`src/rtl/rangefinder_pkg.sv`:
```
// rtl/rangefinder_pkg.sv - shared types and constants for the multi-channel range tracker
package rangefinder_pkg;

  typedef enum logic [1:0] {
    IDLE    = 2'd0,
    READING = 2'd1,
    DONE    = 2'd2,
    ERROR   = 2'd3
  } state_t;

  // Counters narrower than this take their saturation value from the low bits.
  localparam int COUNT_W_MAX = 64;
  localparam logic [COUNT_W_MAX-1:0] COUNT_ALL_ONES = '1;

endpackage

```
`src/rtl/range_channel.sv`:
```
// rtl/range_channel.sv - one channel's min/max/empty/count accumulator and published result
module range_channel
  import rangefinder_pkg::*;
#(
  parameter int WIDTH   = 16,
  parameter int SIGNED  = 0,
  parameter int COUNT_W = 16
) (
  input  logic               clock,
  input  logic               reset,
  input  logic               clear,
  input  logic               fold_en,
  input  logic               publish,
  input  logic               valid,
  input  logic [WIDTH-1:0]   data,
  output logic [WIDTH-1:0]   range_out,
  output logic [WIDTH-1:0]   min_out,
  output logic [WIDTH-1:0]   max_out,
  output logic               empty_out,
  output logic [COUNT_W-1:0] count_out
);

  localparam logic [COUNT_W-1:0] COUNT_SAT = COUNT_ALL_ONES[COUNT_W-1:0];

  logic [WIDTH-1:0]   acc_min_q, acc_min_d;
  logic [WIDTH-1:0]   acc_max_q, acc_max_d;
  logic               acc_empty_q, acc_empty_d;
  logic [COUNT_W-1:0] acc_count_q, acc_count_d;

  logic [WIDTH-1:0]   range_q, range_d;
  logic [WIDTH-1:0]   min_q, min_d;
  logic [WIDTH-1:0]   max_q, max_d;
  logic               empty_q, empty_d;
  logic [COUNT_W-1:0] count_q, count_d;

  function automatic logic less_than(input logic [WIDTH-1:0] a, input logic [WIDTH-1:0] b);
    if (SIGNED != 0) begin
      return $signed(a) < $signed(b);
    end
    return a < b;
  endfunction

  // Clear and fold compose in one cycle so a session's first cycle can also carry a sample.
  always_comb begin
    acc_min_d   = acc_min_q;
    acc_max_d   = acc_max_q;
    acc_empty_d = acc_empty_q;
    acc_count_d = acc_count_q;
    if (clear) begin
      acc_min_d   = '0;
      acc_max_d   = '0;
      acc_empty_d = 1'b1;
      acc_count_d = '0;
    end
    if (fold_en && valid) begin
      if (acc_empty_d) begin
        acc_min_d = data;
        acc_max_d = data;
      end else begin
        if (less_than(data, acc_min_d)) acc_min_d = data;
        if (less_than(acc_max_d, data)) acc_max_d = data;
      end
      acc_empty_d = 1'b0;
      if (acc_count_d != COUNT_SAT) acc_count_d = acc_count_d + 1'b1;
    end
  end

  // Publish sees this cycle's folded accumulator so results land one cycle after finish.
  always_comb begin
    range_d = range_q;
    min_d   = min_q;
    max_d   = max_q;
    empty_d = empty_q;
    count_d = count_q;
    if (publish) begin
      empty_d = acc_empty_d;
      count_d = acc_count_d;
      if (acc_empty_d) begin
        range_d = '0;
        min_d   = '0;
        max_d   = '0;
      end else begin
        range_d = acc_max_d - acc_min_d;
        min_d   = acc_min_d;
        max_d   = acc_max_d;
      end
    end
  end

  always_ff @(posedge clock) begin
    if (reset) begin
      acc_min_q   <= '0;
      acc_max_q   <= '0;
      acc_empty_q <= 1'b1;
      acc_count_q <= '0;
      range_q     <= '0;
      min_q       <= '0;
      max_q       <= '0;
      empty_q     <= 1'b1;
      count_q     <= '0;
    end else begin
      acc_min_q   <= acc_min_d;
      acc_max_q   <= acc_max_d;
      acc_empty_q <= acc_empty_d;
      acc_count_q <= acc_count_d;
      range_q     <= range_d;
      min_q       <= min_d;
      max_q       <= max_d;
      empty_q     <= empty_d;
      count_q     <= count_d;
    end
  end

  assign range_out = range_q;
  assign min_out   = min_q;
  assign max_out   = max_q;
  assign empty_out = empty_q;
  assign count_out = count_q;

endmodule

```
`src/rtl/rangefinder_multi.sv`:
```
// rtl/rangefinder_multi.sv - session FSM and result strobe over CHANNELS range accumulators
module rangefinder_multi
  import rangefinder_pkg::*;
#(
  parameter int WIDTH    = 16,
  parameter int CHANNELS = 4,
  parameter int SIGNED   = 0,
  parameter int COUNT_W  = 16
) (
  input  logic                  clock,
  input  logic                  reset,
  input  logic                  go,
  input  logic                  finish,
  input  logic [CHANNELS*WIDTH-1:0]   data_in,
  input  logic [CHANNELS-1:0]         data_valid,
  output logic [CHANNELS*WIDTH-1:0]   range_out,
  output logic [CHANNELS*WIDTH-1:0]   min_out,
  output logic [CHANNELS*WIDTH-1:0]   max_out,
  output logic [CHANNELS-1:0]         empty_out,
  output logic [CHANNELS*COUNT_W-1:0] sample_count,
  output logic                  range_valid,
  output logic                  busy,
  output logic                  debug_error
);

  state_t state_q, state_d;
  logic   range_valid_q, range_valid_d;
  logic   clear, fold_en, publish;

  always_comb begin
    state_d       = state_q;
    range_valid_d = 1'b0;
    clear         = 1'b0;
    fold_en       = 1'b0;
    publish       = 1'b0;
    case (state_q)
      IDLE: begin
        if (go && finish) begin
          state_d = ERROR;
        end else if (go) begin
          state_d = READING;
          clear   = 1'b1;
          fold_en = 1'b1;
        end else if (finish) begin
          state_d = ERROR;
        end
      end
      READING: begin
        if (go && finish) begin
          state_d = ERROR;
          clear   = 1'b1;
        end else if (go) begin
          clear   = 1'b1;
          fold_en = 1'b1;
        end else if (finish) begin
          state_d       = DONE;
          fold_en       = 1'b1;
          publish       = 1'b1;
          range_valid_d = 1'b1;
        end else begin
          fold_en = 1'b1;
        end
      end
      DONE: begin
        if (go && finish) begin
          state_d = ERROR;
        end else if (go) begin
          state_d = READING;
          clear   = 1'b1;
          fold_en = 1'b1;
        end else if (finish) begin
          state_d = ERROR;
        end else begin
          state_d = IDLE;
        end
      end
      ERROR: begin
        if (go && !finish) begin
          state_d = READING;
          clear   = 1'b1;
          fold_en = 1'b1;
        end
      end
      default: state_d = IDLE;
    endcase
  end

  always_ff @(posedge clock) begin
    if (reset) begin
      state_q       <= IDLE;
      range_valid_q <= 1'b0;
    end else begin
      state_q       <= state_d;
      range_valid_q <= range_valid_d;
    end
  end

  assign range_valid = range_valid_q;
  assign busy        = (state_q == READING);
  assign debug_error = (state_q == ERROR);

  for (genvar c = 0; c < CHANNELS; c++) begin : g_ch
    range_channel #(
      .WIDTH  (WIDTH),
      .SIGNED (SIGNED),
      .COUNT_W(COUNT_W)
    ) u_ch (
      .clock    (clock),
      .reset    (reset),
      .clear    (clear),
      .fold_en  (fold_en),
      .publish  (publish),
      .valid    (data_valid[c]),
      .data     (data_in[c*WIDTH +: WIDTH]),
      .range_out(range_out[c*WIDTH +: WIDTH]),
      .min_out  (min_out[c*WIDTH +: WIDTH]),
      .max_out  (max_out[c*WIDTH +: WIDTH]),
      .empty_out(empty_out[c]),
      .count_out(sample_count[c*COUNT_W +: COUNT_W])
    );
  end

endmodule

```
`config.mk`:
```
export PLATFORM = sky130hd
export DESIGN_NAME = rangefinder_multi
export DESIGN_NICKNAME = d
export VERILOG_FILES = /design/src/rtl/rangefinder_pkg.sv /design/src/rtl/range_channel.sv /design/src/rtl/rangefinder_multi.sv
export SDC_FILE = /design/constraint.sdc
export NUM_CORES = 1
export LEC_CHECK = 0
export ABC_AREA = 1
export BUFFER_PORTS_ARGS = -buffer_cell sky130_fd_sc_hd__buf_2
export CAP_MARGIN = 20
export CORE_ASPECT_RATIO = 1.25
export CORE_MARGIN = 2
export CORE_UTILIZATION = 60
export CTS_BUF_LIST = sky130_fd_sc_hd__clkbuf_8
export CTS_CLUSTER_SIZE = 30
export DETAILED_ROUTE_END_ITERATION = 6
export PLACE_DENSITY = 0.87
export SYNTH_ARGS = -nofsm -noshare
export SYNTH_HDL_FRONTEND = slang
export SYNTH_HIERARCHICAL = 1
export SYNTH_SLANG_ARGS = --single-unit
```
`constraint.sdc`:
```
create_clock -name clock -period 5.05 [get_ports clock]
set_input_delay 0.505 -clock clock [delete_from_list [all_inputs] [get_ports clock]]
set_output_delay 0.505 -clock clock [all_outputs]
set_load 0.005 [all_outputs]
```
==> metrics.md <==
| Metric | Value |
|---|---|
| Worst slew pin tran | `1050 ps` |
| Worst-path clk slew | `80 ps` |
| Hold Buf Count CTS | `0` |
| Post-synthesis sequential area ratio | `37.0%` |
| Placement Setup Slack | `53.9 ps` |
| Core box area | `40900 um2` |
| Site Rows | `83` |
| Max VDD drop | `337 uV` |
| CP Launch Type | `flip-flop` |
| Placer Congestion | `0.998` |
| Vias | `24000` |
| Fill cells | `3406` |
| Total gr overflow | `0` |
| Rel. slew slack | `29.6%` |
| # nets final | `4043` |
| Clock Sinks | `459` |
| Max-slew violations | `0` |
| Multi-input logic area | `13400 um2` |
| Initial Util | `60.6%` |
| P_leak | `14.8 nW` |
| Clock skew | `28.8 ps` |
| Setup ws final | `315 ps` |
| Vias in the first global route | `22914` |
| Clock latency on the worst-skew pair | `660 ps` |
| Cell family with most CP delay | `compound AO/OA/AOI/OAI gates` |
| Final HPWL DP | `50700 um` |
| Drt wl/cell | `15.9 um` |
| Ports | `335` |
| R2r worst-path depth | `27` |
| Number of cells on the critical path | `27` |
| Hold crit path type | `input pin to flip-flop` |
| Sequential cell area | `9190 um2` |
| CP max stage delay | `410 ps` |
| Largest net degree at the start of global routing | `85` |
| Synth Instances | `3461` |
| RSZ-0062 raised after global routing | `true` |
| Top_reg_cell synth | `dfxtp_1` |
| Total die area | `43000 um2` |
| Via density | `5.46` |
| Syn nets | `3716` |
| Number of remaining DRC errors | `0` |
| Crit path DAT | `5320 ps` |
| CTS tree | `done` |
| CP Buf/Inv Count | `4` |
| Fin. Hold Viols | `0` |
| Total wire length | `69800 um` |
| All-layer global routing usage | `31.8%` |
| Clock Tree Root | `clkbuf_8` |
| Iteration-0 DRC Markers | `1609` |
| Setup Crit Path Kind | `flip-flop to flip-flop` |
| Critical Path Fanout Max | `36` |
| Required time worst endpoint | `5640 ps` |
| Critical Path End Type | `flip-flop` |
| CP most frequent cell | `nand2_1` |
| Fin crit share | `93.8%` |
| Num CTS Buffers | `73` |
| H-Tree Depth | `3` |
| Yosys warns | `6` |
| Pwr Density | `313 nW/um2` |
| Layout cell share with drive strength beyond 1 | `18.7%` |
| Status | `finished, final reports clean` |
| Final setup viols | `0` |
| Syn avg cell area | `7.17 um2` |
| Die width | `186 um` |
| IO Port Bufs | `334` |
| Worst Hold Depth | `3` |
| Area delta synth->final | `15.4%` |
| First drt pass iteration count | `6` |
| Hold Slack | `116 ps` |
| First-pass GRT wire length | `110000 um` |
| ANT nets after route | `0` |
| Die Y-Extent | `231 um` |
| Critical-path top delay cell | `dfxtp_1` |
| Initial antenna violation count | `5` |
| Library cells used by synthesis | `52` |
| Post-synth EDFFs | `0` |
| Maxcap violations | `0` |
| Async set-reset flop share out of synthesis | `0%` |
| Mapped cell area | `24800 um2` |
| Post-synthesis register bit count | `459` |
| Fmax achieved | `211 MHz` |
| Total power | `8.97 mW` |
| Final min period | `4740 ps` |
| Clk buf depth | `3` |
[state kept, by name, summed over array words and instances, names as in the netlist]
name	flops
g_ch.u_ch/min_out	64
g_ch.u_ch/acc_max_q	64
g_ch.u_ch/acc_count_q	64
g_ch.u_ch/acc_min_q	64
g_ch.u_ch/count_out	64
state_q	2
g_ch.u_ch/acc_empty_q	4
g_ch.u_ch/max_out	64
g_ch.u_ch/empty_out	4
range_valid	1
g_ch.u_ch/range_out	64
[worst reg2reg max path, cell delays in order (launching register included)]
cell	delay, ps
dfxtp_1	410
nand2_1	150
a21oi_4	190
buf_12	140
buf_6	220
inv_6	150
nand2_1	150
inv_1	50
ha_1	290
a21oi_1	140
nand3b_1	110
a21oi_1	60
nor2_1	130
nand2_2	80
nand2_4	120
nand2_8	140
o21a_2	250
ha_1	340
nand3_1	90
nand2_1	90
nand2_1	70
nand2_1	110
a21oi_1	120
o21ai_0	390
a21oi_1	170
o21ai_0	230
o21ai_0	100
o21ai_0	190
[metal layers]
| layer | GRT usage, % | vias to the layer above | part of all wire [%] |
|---|---|---|---|
| met5 | 0 | - | 0.033 |
| met4 | 17.8 | 4 | 5.0 |
| met3 | 8.03 | 239 | 8.3 |
| met2 | 55.0 | 942 | 48 |
| met1 | 35.3 | 10990 | 38 |
| li1 | - | 11825 | - |
[per-stage QoR]
step	area [um2]	util (%)	std cells	setup TNS, ps
2_1_floorplan	24800	-	3461	0
3_3_place_gp	26900	65.8	4263	0
3_5_place_dp	26900	65.8	4263	0
4_1_cts	28500	69.8	4391	0
5_1_grt	28600	70.0	4396	-94.9
6_report	28600	70.0	4397	0
[power breakdown]
group | switching [mW] | internal, mW | total (mW)
clock network | 1.51 | 2.04 | 3.55
registers | 0.0396 | 3.71 | 3.75
logic | 1.11 | 0.558 | 1.67
total | 2.66 | 6.31 | 8.97
[area by class of cell]
class                           instances  area share, %
Antenna cell                            4         0.0350
Clock buffer                           95           4.57
Clock inverter                         33           1.12
Inverter                              451           5.99
Multi-Input combinational cell       2425           46.7
Sequential cell                       459           32.1
Tap cell                              552           2.41
Timing Repair Buffer                  378           7.09
[kinds of logic (layout without fill, tap and decap cells)]
| kind of cell | after synthesis | count (layout) | synth area share (%) |
|---|---|---|---|
| adders and majority gates | 183 | 183 | 9.35 |
| other | 0 | 4 | 0 |
| DFF | 459 | 459 | 37.0 |
| AOI/OAI and AO/OA | 605 | 605 | 15.3 |
| xor gates and xnor gates | 49 | 49 | 1.73 |
| and+or+nand+nor | 1588 | 1588 | 27.1 |
| buffers and inverters | 577 | 957 | 9.42 |
[synth_stat cells, types with 11 or more instances]
master	instances	area [um2]
a22o_1	62	543
xor2_1	31	272
o21ai_1	44	220
inv_2	40	150
nand2_2	38	238
xnor2_1	18	158
clkbuf_1	79	297
nor2_2	41	257
inv_1	408	1530
a21boi_2	11	124
nand3_1	138	691
o21a_1	29	218
buf_1	11	41.3
nand4_1	22	138
o21a_2	12	105
nor4_1	11	68.8
a21oi_1	159	796
o21ai_0	179	896
nor3_1	26	130
ha_1	179	2240
nand2_1	924	3470
o21ai_2	22	193
buf_2	14	70.1
buf_6	16	180
nor2_1	331	1240
o22ai_1	18	113
a31oi_1	14	87.6
a32o_1	11	110
and2_1	11	68.8
dfxtp_1	459	9190
[repair_timing]
item / in CTS / in global routing
buffers inserted: 0 / 2
gates resized for setup: 0 / 19
endpoints found under the setup margin: 0 / 17
[worst paths after layout]
path	start	endpoint	slack, ps
setup reg to reg	state_q[0]$_SDFFE_PP0P_	g_ch[1].u_ch/range_out[11]$_SDFFE_PP0P_	310
hold / removal	go	state_q[0]$_SDFFE_PP0P_	120
setup / recovery	state_q[0]$_SDFFE_PP0P_	g_ch[1].u_ch/range_out[11]$_SDFFE_PP0P_	310
hold reg to reg	g_ch[2].u_ch/max_out[10]$_SDFFE_PP0P_	g_ch[2].u_ch/max_out[10]$_SDFFE_PP0P_	450
[layout by cell type (no fill, tap or decap), types with 12 or more instances in the layout]
master	n
nand2_2	36
a21oi_1	156
buf_4	41
o21a_2	12
o21ai_0	172
nand2_1	924
nor2_1	324
o22ai_1	18
xor2_1	31
o21a_1	29
inv_1	425
ha_1	179
clkbuf_8	96
o21ai_2	24
dfxtp_1	459
buf_2	333
a22o_1	62
o21ai_1	49
nor2_2	43
nor3_1	26
inv_2	39
xnor2_1	18
a31oi_1	14
nand3_1	138
nand4_1	22
Note: power is estimated with default switching activity, not from simulation.
